===== config.mk =====
export PLATFORM = sky130hd
export DESIGN_NAME = pc_fetch_unit
export DESIGN_NICKNAME = d
export VERILOG_FILES = /design/src/rtl/pc_fetch_unit.sv
export SDC_FILE = /design/constraint.sdc
export NUM_CORES = 1
export LEC_CHECK = 0
export BUFFER_PORTS_ARGS = -buffer_cell sky130_fd_sc_hd__buf_4
export CELL_PAD_IN_SITES_DETAIL_PLACEMENT = 1
export CELL_PAD_IN_SITES_GLOBAL_PLACEMENT = 2
export CORE_MARGIN = 2
export CORE_UTILIZATION = 25
export DETAILED_ROUTE_END_ITERATION = 8
export PLACE_DENSITY = 0.67
export SYNTH_ARGS = -nofsm -noshare
export SYNTH_HDL_FRONTEND = slang
export SYNTH_SLANG_ARGS = --single-unit

===== constraint.sdc =====
create_clock -name clk -period 3.65 [get_ports clk]
set_input_delay 0.5475 -clock clk [delete_from_list [all_inputs] [get_ports clk]]
set_output_delay 0.5475 -clock clk [all_outputs]
set_load 0.02 [all_outputs]

===== src/rtl/pc_fetch_unit.sv =====
// pc_fetch_unit: RV32I fetch stage that owns the fetch PC, issues credit-limited imem requests,
// queues returned words for decode and squashes stale fetches on EX redirects. Option: FETCH_MISALIGN_TRAP_EN.
module pc_fetch_unit #(
    parameter logic [31:0] RESET_PC        = 32'h0000_0000,
    parameter int unsigned FQ_DEPTH        = 2,
    parameter int unsigned MAX_OUTSTANDING = 2
) (
    input  logic        clk,
    input  logic        rstn,
    input  logic        redir_valid,
    input  logic [31:0] redir_pc,
    output logic        imem_req,
    output logic [31:0] imem_addr,
    input  logic        imem_gnt,
    input  logic        imem_rvalid,
    input  logic [31:0] imem_rdata,
    output logic        if_valid,
    output logic [31:0] if_pc,
    output logic [31:0] if_instr,
    input  logic        if_ready,
    output logic        fetch_fault,
    output logic [31:0] fault_pc
);
    localparam int unsigned OW  = $clog2(MAX_OUTSTANDING + 1);
    localparam int unsigned CW  = $clog2(FQ_DEPTH + 1);
    localparam int unsigned AW  = $clog2(FQ_DEPTH);
    localparam logic [31:0] NOP = 32'h0000_0013;

    localparam logic [1:0] S_BOOT = 2'd0;
    localparam logic [1:0] S_RUN  = 2'd1;
    localparam logic [1:0] S_TRAP = 2'd2;

    logic [1:0]    state_q, state_d;
    logic [31:0]   pc_q, pc_d;
    logic [31:0]   rsp_pc_q, rsp_pc_d;
    logic [OW-1:0] out_q, out_d;
    logic [OW-1:0] drop_q, drop_d;
    logic [CW-1:0] cnt_q, cnt_d;
    logic [AW-1:0] wr_q, wr_d;
    logic [AW-1:0] rd_q, rd_d;
    logic [31:0]   q_pc_q    [FQ_DEPTH];
    logic [31:0]   q_pc_d    [FQ_DEPTH];
    logic [31:0]   q_instr_q [FQ_DEPTH];
    logic [31:0]   q_instr_d [FQ_DEPTH];
    logic          req_q, req_d;
    logic          vld_q, vld_d;
    logic [31:0]   hpc_q, hpc_d;
    logic [31:0]   hinstr_q, hinstr_d;

    logic [31:0]   redir_tgt;
    logic          redir_bad;
    logic          grant, push, pop, drop_rsp;

`ifdef FETCH_MISALIGN_TRAP_EN
    assign redir_tgt = redir_pc;
    assign redir_bad = (redir_pc[1:0] != 2'b00);
`else
    assign redir_tgt = redir_pc & ~32'h0000_0003;
    assign redir_bad = 1'b0;
`endif

    // State register
    always_ff @(posedge clk or negedge rstn) begin
        if (!rstn) begin
            state_q <= S_BOOT;
        end else begin
            state_q <= state_d;
        end
    end

    // Next-state: redirects steer between RUN and TRAP
    always_comb begin
        state_d = state_q;
        case (state_q)
            S_BOOT:  state_d = (redir_valid && redir_bad) ? S_TRAP : S_RUN;
            S_RUN:   if (redir_valid && redir_bad) state_d = S_TRAP;
            S_TRAP:  if (redir_valid && !redir_bad) state_d = S_RUN;
            default: state_d = S_RUN;
        endcase
    end

    // Datapath next state: credits, drop counter, fetch queue and registered head
    always_comb begin
        grant    = req_q & imem_gnt;
        drop_rsp = imem_rvalid & (drop_q != '0);
        push     = imem_rvalid & (drop_q == '0);
        pop      = vld_q & if_ready;

        out_d     = out_q + OW'(grant) - OW'(imem_rvalid);
        drop_d    = drop_q - OW'(drop_rsp);
        pc_d      = grant ? (pc_q + 32'd4) : pc_q;
        rsp_pc_d  = push ? (rsp_pc_q + 32'd4) : rsp_pc_q;
        wr_d      = wr_q;
        rd_d      = rd_q;
        q_pc_d    = q_pc_q;
        q_instr_d = q_instr_q;

        if (push) begin
            q_pc_d[wr_q]    = rsp_pc_q;
            q_instr_d[wr_q] = imem_rdata;
            wr_d            = wr_q + AW'(1);
        end
        if (pop) begin
            rd_d = rd_q + AW'(1);
        end
        cnt_d = cnt_q + CW'(push) - CW'(pop);

        // Everything still in flight after this cycle's updates belongs to the old path
        if (redir_valid) begin
            pc_d     = redir_tgt;
            rsp_pc_d = redir_tgt;
            drop_d   = out_d;
            wr_d     = '0;
            rd_d     = '0;
            cnt_d    = '0;
        end

        vld_d    = (cnt_d != '0);
        hpc_d    = vld_d ? q_pc_d[rd_d] : 32'h0;
        hinstr_d = vld_d ? q_instr_d[rd_d] : NOP;
        req_d    = (state_d == S_RUN)
                && (32'(out_d) < MAX_OUTSTANDING)
                && ((32'(out_d - drop_d) + 32'(cnt_d)) < FQ_DEPTH);
    end

    always_ff @(posedge clk or negedge rstn) begin
        if (!rstn) begin
            pc_q     <= RESET_PC;
            rsp_pc_q <= RESET_PC;
            out_q    <= '0;
            drop_q   <= '0;
            cnt_q    <= '0;
            wr_q     <= '0;
            rd_q     <= '0;
            req_q    <= 1'b0;
            vld_q    <= 1'b0;
            hpc_q    <= 32'h0;
            hinstr_q <= NOP;
        end else begin
            pc_q     <= pc_d;
            rsp_pc_q <= rsp_pc_d;
            out_q    <= out_d;
            drop_q   <= drop_d;
            cnt_q    <= cnt_d;
            wr_q     <= wr_d;
            rd_q     <= rd_d;
            req_q    <= req_d;
            vld_q    <= vld_d;
            hpc_q    <= hpc_d;
            hinstr_q <= hinstr_d;
        end
    end

    // Queue storage needs no reset: entries are only read behind a valid count
    always_ff @(posedge clk) begin
        q_pc_q    <= q_pc_d;
        q_instr_q <= q_instr_d;
    end

`ifdef FETCH_MISALIGN_TRAP_EN
    logic        fault_q, fault_d;
    logic [31:0] fpc_q, fpc_d;

    always_comb begin
        fault_d = fault_q;
        fpc_d   = fpc_q;
        if (redir_valid) begin
            fault_d = redir_bad;
            fpc_d   = redir_bad ? redir_pc : 32'h0;
        end
    end

    always_ff @(posedge clk or negedge rstn) begin
        if (!rstn) begin
            fault_q <= 1'b0;
            fpc_q   <= 32'h0;
        end else begin
            fault_q <= fault_d;
            fpc_q   <= fpc_d;
        end
    end

    assign fetch_fault = fault_q;
    assign fault_pc    = fpc_q;
`else
    assign fetch_fault = 1'b0;
    assign fault_pc    = 32'h0;
`endif

    assign imem_req  = req_q;
    assign imem_addr = pc_q;
    assign if_valid  = vld_q;
    assign if_pc     = hpc_q;
    assign if_instr  = hinstr_q;

endmodule


# Yosys cells after proc, flatten, opt, wreduce, memory -nomap -nowiden
# Cells that the tools add are included.
# Widths: inputs -> output; s select.
# word_totals
elab_cells,75
out_inout_bits,131
ff_bits,268
# op_classes
bitwise,6
n_lt_le_gt_ge,5
n_mux,26
n_eq_ne,3
add_sub_neg,11
reduce_logical,8
# op_table
op,n
$mux 32,13
$bwmux 64,2
$mux 64,2
$add 32x3->32 const B,2
$demux 32 s1,1
$lt 32x2->1 const B,1
$reduce_bool 2->1,4
$mux 2,3
$sub 2x1->2,3
$add 2x1->2,2
$add 3x3->4,1
$and 1x1->1,4
$eq 2x1->1 const B,2
$ge 2x2->1 const B,2
$mux 1,4
$not 1->2,2
$pmux 2 s2,1
$logic_and 1x1->1,3
$sub 2x2->3,1
$add 1x1->1 const B,2
$eq 2x2->1 const B,1
$logic_not 2->1,1
$lt 2x1->1 const B,1
$lt 2x2->1 const B,1

# Depth between registers and ports, before layout
# Gate-level depths: netlist (run 1).
# depth
depth_word,11
mapped_depth,14
depth_no_buf,14

# Least setup slack after synthesis (run 1)
# OpenSTA, ideal clock, no wires.
# synth_timing
path_kind,register to register
startpoint,"register req_q, in the netlist imem_req"
endpoint,"register req_q, in the netlist imem_req"
arrival_time_ps,3241
stages_incl_launch_ff,14
setup_slack_ps,315
synth_period_minus_slack_ps,3335
setup_time_ps,94
path_cell_list,dfrtp_1 > nand2_1 > ha_1 > inv_1 > ha_1 > xnor2_1 > xnor2_1 > nand2_1 > and2_1 > fa_1 > fa_1 > nor2_1 > o311ai_0 > a211oi_1
# synth_via
elab_chain_cells,8
word_cells_on_any_way,10
# synth_rtl
element,line_no,source
from (decl),45,"logic req_q, req_d;"
from (signal assigned),147,req_q <= req_d;
$and 1x1->1 (*),84,grant = req_q & imem_gnt;
$add 2x1->2 (*),89,out_d = out_q + OW'(grant) - OW'(imem_rvalid);
$sub 2x1->2 (*),89,
net out_d[1],36,"logic [OW-1:0] out_q, out_d;"
$mux 2,109,if (redir_valid) begin
$sub 2x2->3,123,&& ((32'(out_d - drop_d) + 32'(cnt_d)) < FQ_DEPTH);
$add 3x3->4,123,
$lt 32x2->1,123,
$logic_and 1x1->1 (*),123,
net req_d,45,
# The timed path passes the listed nets; every way through them passes the cells marked *.
# A chain may end at the register's enable or synchronous reset.

# Final worst setup path (run 1)
# Same ends and word-level chain as after synthesis.

==> metrics.md, run 1 <==
| Metric | Value |
|---|---|
| Share of layout cells above drive strength 1 | `a little under two fifths` |
| CTS tree | `done` |
| Seq cells post-synth | `264` |
| Placed inst area | `13300 um^2` |
| Skew final | `17.7 ps` |
| PwrDens | `812 nW/um^2` |
| HPWL after DPL | `approximately 22000 um` |
| First-pass GRT wire length | `approximately 51000 um` |
| DRT iter0 DRCs | `about 390` |
| PortBufs | `163` |
| Worst r2r src | `imem_req$_DFF_PN0_` |
| Fillers | `roughly 5000` |
| Post-synth top area cell | `dfrtp_1` |
| Die area | `between 40000 and 50000 um^2` |
| Max Cap Viol | `0` |
| Cells on worst reg2reg path | `13` |
| Worst-path fanout max | `6` |
| DRT Pass-1 Iters | `4` |
| Worst EP arrival | `3710 ps` |
| WHS | `around 53 ps` |
| Remaining antenna violation count | `0` |
| Sequential Area | `between 5000 and 6000 um^2` |
| Final Cycle Share | `89.5%` |
| Combinational share of power | `roughly a third` |
| Hold Fails Final Rpt | `0` |
| Leak Pwr | `approximately 6.7 nW` |
| Clock sink count | `between 200 and 300` |
| Clk buf depth | `3` |
| Sequential Power Share | `a little under two fifths` |
| Number of global-route vias before repair | `8732` |
| Initial antenna violation count | `0` |
| Post-synth ARST share | `51.5%` |
| Max rail drop VDD | `0.472 mV` |
| Tightest Hold Check Type | `primary input to async pin` |
| Final net count | `between 1000 and 1500` |
| Via/cell ratio | `approximately 4.6` |
| Clk network pwr share | `30.0%` |
| Top cells by area, synth | `dfrtp_1 (29%), dfxtp_1 (22%), mux2_2 (13%), o211a_1 (5.2%), or2_2 (3.3%)` |
| Sw frac | `about a third` |
| R2R Setup Slk | `~380 ps` |
| Area delta synth->final | `26.8%` |
| Psw | `3.72 mW` |
| Pins Over Slew Limit | `0` |
| Core Footprint | `between 40000 and 50000 um^2` |
| Syn Inst Count | `between 900 and 1000` |
| Die height | `between 200 and 250 um` |
| GRT overflow | `0` |
| Die W | `~220 um` |
| Average instance area after synthesis | `approximately 12 um^2` |
| Final setup fails | `0` |
| RePlAce Congestion | `about 0.74` |
| Post-Syn Area | `11400 um^2` |
| CTS Buf Count | `34` |
| Max-Slew Margin vs Limit | `about a quarter` |
| Routed via count | `~8100` |
| Routed wire length per instance | `18.4 um` |
| Most common cell after layout, fill and taps aside | `buf_4` |
| Top FF cell, synth | `dfrtp_1` |
| # diodes | `0` |
| Internal power | `about 8.1 mW` |
| Post-synth top area share | `29.1%` |
| Clock period minus worst slack | `around 3300 ps` |
| YS warnings | `0` |
| Final TNS setup | `0 ps` |
| RR Endpoint | `imem_req$_DFF_PN0_` |
| Clock Pin Slew Worst Setup and Hold Paths | `60 ps` |
| Status | `finished, final reports clean` |
| Largest net degree at the start of global routing | `69` |
| CTS H-tree depth | `2` |
| Final Instance Area | `approximately 15000 um^2` |
| Post-route insts no fill | `between 1500 and 2000` |
| CP endpoint kind | `flip-flop` |
| # IOs | `roughly 200` |
| Crit start category | `flip-flop` |
| Later-pin clock latency in the skew report | `between 500 and 600 ps` |
| Inst Count DP | `around 1700` |
| Multi-input logic area | `5090 um^2` |
| Fmax | `~310 MHz` |
| Most frequent cells in the layout | `buf_4 (178), mux2_2 (137), dfrtp_1 (133), dfxtp_1 (128), or2_2 (61)` |
| Worst-margin pin slew | `1100 ps` |
| Num rows | `a little under 80` |
| Kind of critical path | `flip-flop to flip-flop` |
| Number of library cell types mapped by synthesis | `62` |
| DR DRC count | `0` |
| Worst Path Required | `4090 ps` |
| Number of synthesized flops with an enable pin | `0` |
| GRT Resource Usage Total | `between 10 and 15%` |
| Register area share after synthesis | `a little over half` |
| Hold_buf cts | `0` |
| RSZ-0062 raised after global routing | `no` |
| Routed WL | `roughly 33000 um` |
| Root Driver | `clkbuf_16` |
| Initial Utilization | `about a quarter` |
## state kept, by name, indices dropped and copies added (netlist names), 2 cells and up
name	count
cnt_q	2
drop_q	2
if_instr	32
if_pc	32
imem_addr	30
out_q	2
q_instr_q	64
q_pc_q	64
rsp_pc_q	30
state_q	2
## synthesized netlist by cell type, types with 3 or more instances
cell type  instances
mux2_2           137
dfrtp_1          133
dfxtp_1          128
or2_2             61
o211a_1           59
nor2_1            39
clkbuf_1          37
nand2_1           36
buf_4             35
nand3_1           20
nand4_1           20
nor3_1            20
xnor2_1           18
inv_1             16
a31oi_1           14
buf_2             14
a211oi_1          13
and4_1            13
ha_1              12
nor2b_1           12
nor4_1            12
and3_1            11
a21oi_1           10
or4_1             10
a311oi_1           9
o31ai_1            9
xor2_1             9
o311a_1            7
a21boi_0           6
and2_1             6
mux2i_1            6
nand2b_1           5
o21ai_0            5
buf_1              4
a31o_2             3
dfstp_2            3
nor3b_1            3
o31a_1             3
## per-layer routing
layer | track usage, % | part of all wire [%] | up-vias
met4 | 4.63 | 2.3 | 0
met1 | 18.6 | 47 | 4094
met5 | 0 | 0 | -
met2 | 21.4 | 44 | 165
li1 | - | - | 3828
met3 | 4.06 | 6.7 | 45
## power groups by stage
stage | sequential (mW) | combinational (mW) | clock [mW]
after CTS | 4.49 | 3.86 | 3.68
final | 4.47 | 3.78 | 3.53
after detailed placement | 4.52 | 3.84 | 0
after global placement | 4.49 | 3.77 | 0
after floorplan | 4.78 | 2.12 | 0
after global routing | 4.61 | 4.19 | 3.79
## timing repair
action | 4_1_cts | 5_1_grt
setup endpoints to repair | 0 | 1
hold endpoints to repair | 0 | 0
setup buffers | 0 | 0
gates resized for setup | 0 | 2
## how the worst max path moves through the flow
| stage | start | to | slack (ps) | cells after the start |
|---|---|---|---|---|
| finish | imem_req$_DFF_PN0_ | imem_req$_DFF_PN0_ | 380 | 13 |
| detailed placement | imem_gnt | imem_req$_DFF_PN0_ | 30 | 14 |
| global route | imem_req$_DFF_PN0_ | imem_req$_DFF_PN0_ | 60 | 13 |
| global placement | imem_gnt | imem_req$_DFF_PN0_ | 90 | 14 |
| CTS | imem_req$_DFF_PN0_ | imem_req$_DFF_PN0_ | 220 | 13 |
| floorplan | imem_req$_DFF_PN0_ | imem_req$_DFF_PN0_ | 310 | 13 |
## metrics by stage
step                      worst slack [ps]  total power [mW]  utilization [%]
after floorplan                        315              6.90                -
after global routing                  55.7              12.6             32.0
final                                  384              11.8             32.0
after CTS                              220              12.0             32.0
after detailed placement              31.4              8.37             29.4
after global placement                85.8              8.25             29.4
## worst max-delay path: stages (launching register included)
cell and delay [ps]:
dfrtp_1 430, nand2_1 120, ha_1 290, inv_1 40, ha_1 200, xnor2_2 220
xnor2_2 160, nand2_1 90, and2_1 160, fa_1 590, fa_1 430, nor2_1 100
o311ai_0 130, a211oi_1 220
## kinds of logic after synthesis
kind of cell	Yosys count	share of synthesized area, %
AOI/OAI and AO/OA	146	10.7
muxes	143	14.0
and+or+nand+nor	282	14.4
other	1	0.0328
DFF	264	52.2
xor gates and xnor gates	27	2.07
buffers and inverters	109	4.95
adders and majority gates	14	1.66
## area by class of cell
type	instances	share of cell area [%]
repair buffers	184	9.98
inverters	18	0.466
flip-flops and latches	264	41.2
multi-input cells	647	35.1
clock inverters	7	0.940
clock buffers	55	7.20
well taps	600	5.18
Power figures use the tool's default switching activity.
==> inputs of run 2 (changes only) <==
MAX_ROUTING_LAYER = met4   (was unset)
==> run 2 against run 1 <==
  * Cell count unchanged
  * Largest power group unchanged
  * Maximum frequency about the same
  * Register-to-register slack about the same
  * Power about the same
  * Sequential power about the same
  * Design area unchanged
  * Clock skew decreased by 1.3 ps
  * Worst setup slack got worse by 1.4 ps
  * First-iteration DRC count increased by 3.1%
  * Clock power about the same
  * Core utilization unchanged
  * Critical path type unchanged
  * Critical endpoint unchanged
==> metrics.md, run 2 (synthesis gave the netlist of run 1 again) <==
| Metric | Value |
|---|---|
| Final Cycle Share | `89.5% (about the same)` |
| Clk buf depth | `3 (unchanged)` |
| Final net count | `1233 (unchanged)` |
| Most common cell after layout, fill and taps aside | `buf_4` |
| Root Driver | `clkbuf_16` |
| CP Buf/Inv Count | `1 (unchanged)` |
| RSZ-0062 raised after global routing | `no` |
| Share of layout cells above drive strength 1 | `38.3% (unchanged)` |
| Fillers | `4986 (unchanged)` |
| Crit start category | `flip-flop` |
| Max Cap Viol | `0 (unchanged)` |
| CTS H-tree depth | `2 (unchanged)` |
| DRT iter0 DRCs | `405 (+3.1%)` |
| Tightest Hold Check Type | `primary input to async pin` |
| HPWL after DPL | `21700 um (unchanged)` |
| Later-pin clock latency in the skew report | `540 ps (about the same)` |
| Die area | `47500 um^2 (unchanged)` |
| Max-Slew Margin vs Limit | `25.6% (-0.34 points)` |
| CP endpoint kind | `flip-flop` |
| Most frequent cells in the layout | `buf_4 (178), mux2_2 (137), dfrtp_1 (133), dfxtp_1 (128), or2_2 (61)` |
| Number of global-route vias before repair | `8745 (+0.15%)` |
| Worst-path fanout max | `6 (unchanged)` |
| Slowest stage cell, crit path | `fa_1` |
| Worst-margin pin slew | `1110 ps (+5.00 ps)` |
| Initial Utilization | `25.3% (unchanged)` |
| RePlAce Congestion | `0.749 (+1.4%)` |
| Remaining antenna violation count | `0 (unchanged)` |
| Crit-path max cell delay | `590 ps (about the same)` |
| GRT overflow | `0 (unchanged)` |
| Clock sink count | `264 (unchanged)` |
| WHS | `50.7 ps (-2.17 ps)` |
| Leak Pwr | `6.69 nW (unchanged)` |
| Via/cell ratio | `4.58 (about the same)` |
| Final TNS setup | `0 ps (unchanged)` |
| Fmax | `306 MHz (about the same)` |
| Clock period minus worst slack | `3270 ps (+1.44 ps)` |
| # IOs | `201 (unchanged)` |
| Die height | `218 um (unchanged)` |
| Worst EP arrival | `3710 ps (about the same)` |
| Core Footprint | `45300 um^2 (unchanged)` |
| DRT Pass-1 Iters | `4 (unchanged)` |
| Largest net degree at the start of global routing | `69 (unchanged)` |
| Num rows | `78 (unchanged)` |
| Routed WL | `32600 um (about the same)` |
| Worst Path Required | `4090 ps (about the same)` |
| Pins Over Slew Limit | `0 (unchanged)` |
| Initial antenna violation count | `0 (unchanged)` |
| CTS tree | `done` |
| Clock Pin Slew Worst Setup and Hold Paths | `60 ps (about the same)` |
| Routed wire length per instance | `18.4 um (about the same)` |
| Setup Buffers After CTS | `0 (unchanged)` |
| # diodes | `0 (unchanged)` |
| Hold_buf cts | `0 (unchanged)` |
| Final setup fails | `0 (unchanged)` |
| Max rail drop VDD | `0.472 mV (about the same)` |
| CTS Buf Count | `34 (unchanged)` |
| Worst-path cell chain | `nand2_1 > ha_1 > inv_1 > ha_1 > xnor2_2 > xnor2_2 > nand2_1 > and2_1 > fa_1 > fa_1 > nor2_1 > o311ai_0 > a211oi_1` |
| GRT Resource Usage Total | `14.3% (+0.41 points)` |
| Die W | `218 um (unchanged)` |
| Top Family by Delay on Critical Path | `adder cells` |
| Skew final | `16.4 ps (-1.30 ps)` |
| Biggest registers after layout | `q_instr_q: 64 flops, q_pc_q: 64 flops` |
| Area delta synth->final | `26.8% (unchanged)` |
| Tot Pwr | `11.8 mW (about the same)` |
| Routed via count | `8130 (-0.025%)` |
| First-pass GRT wire length | `51300 um (-0.11%)` |
| Hold Fails Final Rpt | `0 (unchanged)` |
| Kind of critical path | `flip-flop to flip-flop` |
| PwrDens | `812 nW/um^2 (about the same)` |
| PortBufs | `163 (unchanged)` |
| Status | `finished, final reports clean` |
| DR DRC count | `0 (unchanged)` |
==> run 2: cell type report <==
cell class              instances  area [um^2]  area share, %
flip-flops and latches        264         5970           41.2
clock inverters                 7          136          0.940
inverters                      18         67.6          0.466
clock buffers                  55         1040           7.20
well taps                     600          751           5.18
repair buffers                184         1450           9.98
multi-input cells             647         5090           35.1
==> run 2: per-stage QoR <==
step	utilization [%]	setup WS [ps]	cells	area (um^2)
global placement	29.4	85.8	1713	13300
floorplan	-	315	1020	11600
global route	32.0	55.7	1775	14500
detailed placement	29.4	31.4	1713	13300
finish	32.0	382	1775	14500
CTS	32.0	220	1775	14500
==> run 2: worst reg2reg max path, cell delays in order, from the launching register on <==
cell and delay [ps]:
dfrtp_1 430, nand2_1 120, ha_1 290, inv_1 40
ha_1 200, xnor2_2 220, xnor2_2 160, nand2_1 90
and2_1 160, fa_1 590, fa_1 430, nor2_1 100
o311ai_0 130, a211oi_1 220
==> run 2: worst paths after layout <==
kind,cells past startpoint,slack [ps],from,end
max,13,380,imem_req$_DFF_PN0_,imem_req$_DFF_PN0_
min,1,50,rstn,imem_addr[17]$_DFFE_PN0N_
max reg2reg,13,380,imem_req$_DFF_PN0_,imem_req$_DFF_PN0_
min in group clk,2,250,redir_pc[6],imem_addr[6]$_DFFE_PN0N_
min reg2reg,1,470,q_instr_q[23]$_DFF_P_,q_instr_q[23]$_DFF_P_
max in group asynchronous,2,2670,rstn,if_instr[13]$_DFF_PN0_
==> run 2: routing by layer <==
layer | up-vias | wire, um | global-route usage [%] | part of all wire (%)
met4 | 0 | 733 | 4.63 | 2.2
met3 | 48 | 2110 | 3.95 | 6.5
li1 | 3832 | - | - | -
met2 | 164 | 14300 | 21.4 | 44
met5 | - | 0 | - | 0
met1 | 4086 | 15500 | 18.7 | 48
==> run 2: where the power goes <==
group          internal, mW  leakage, nW  switching, mW  total (mW)
Clock                  2.24        0.569           1.29        3.53
Combinational          1.81         3.36           1.97        3.78
Sequential             4.01         2.76          0.455        4.47
Total                  8.06         6.69           3.72        11.8
==> run 2: repair_timing <==
item,4_1_cts,5_1_grt
setup endpoints to repair,0,1
resized for setup,0,2
endpoints found under the hold margin,0,0
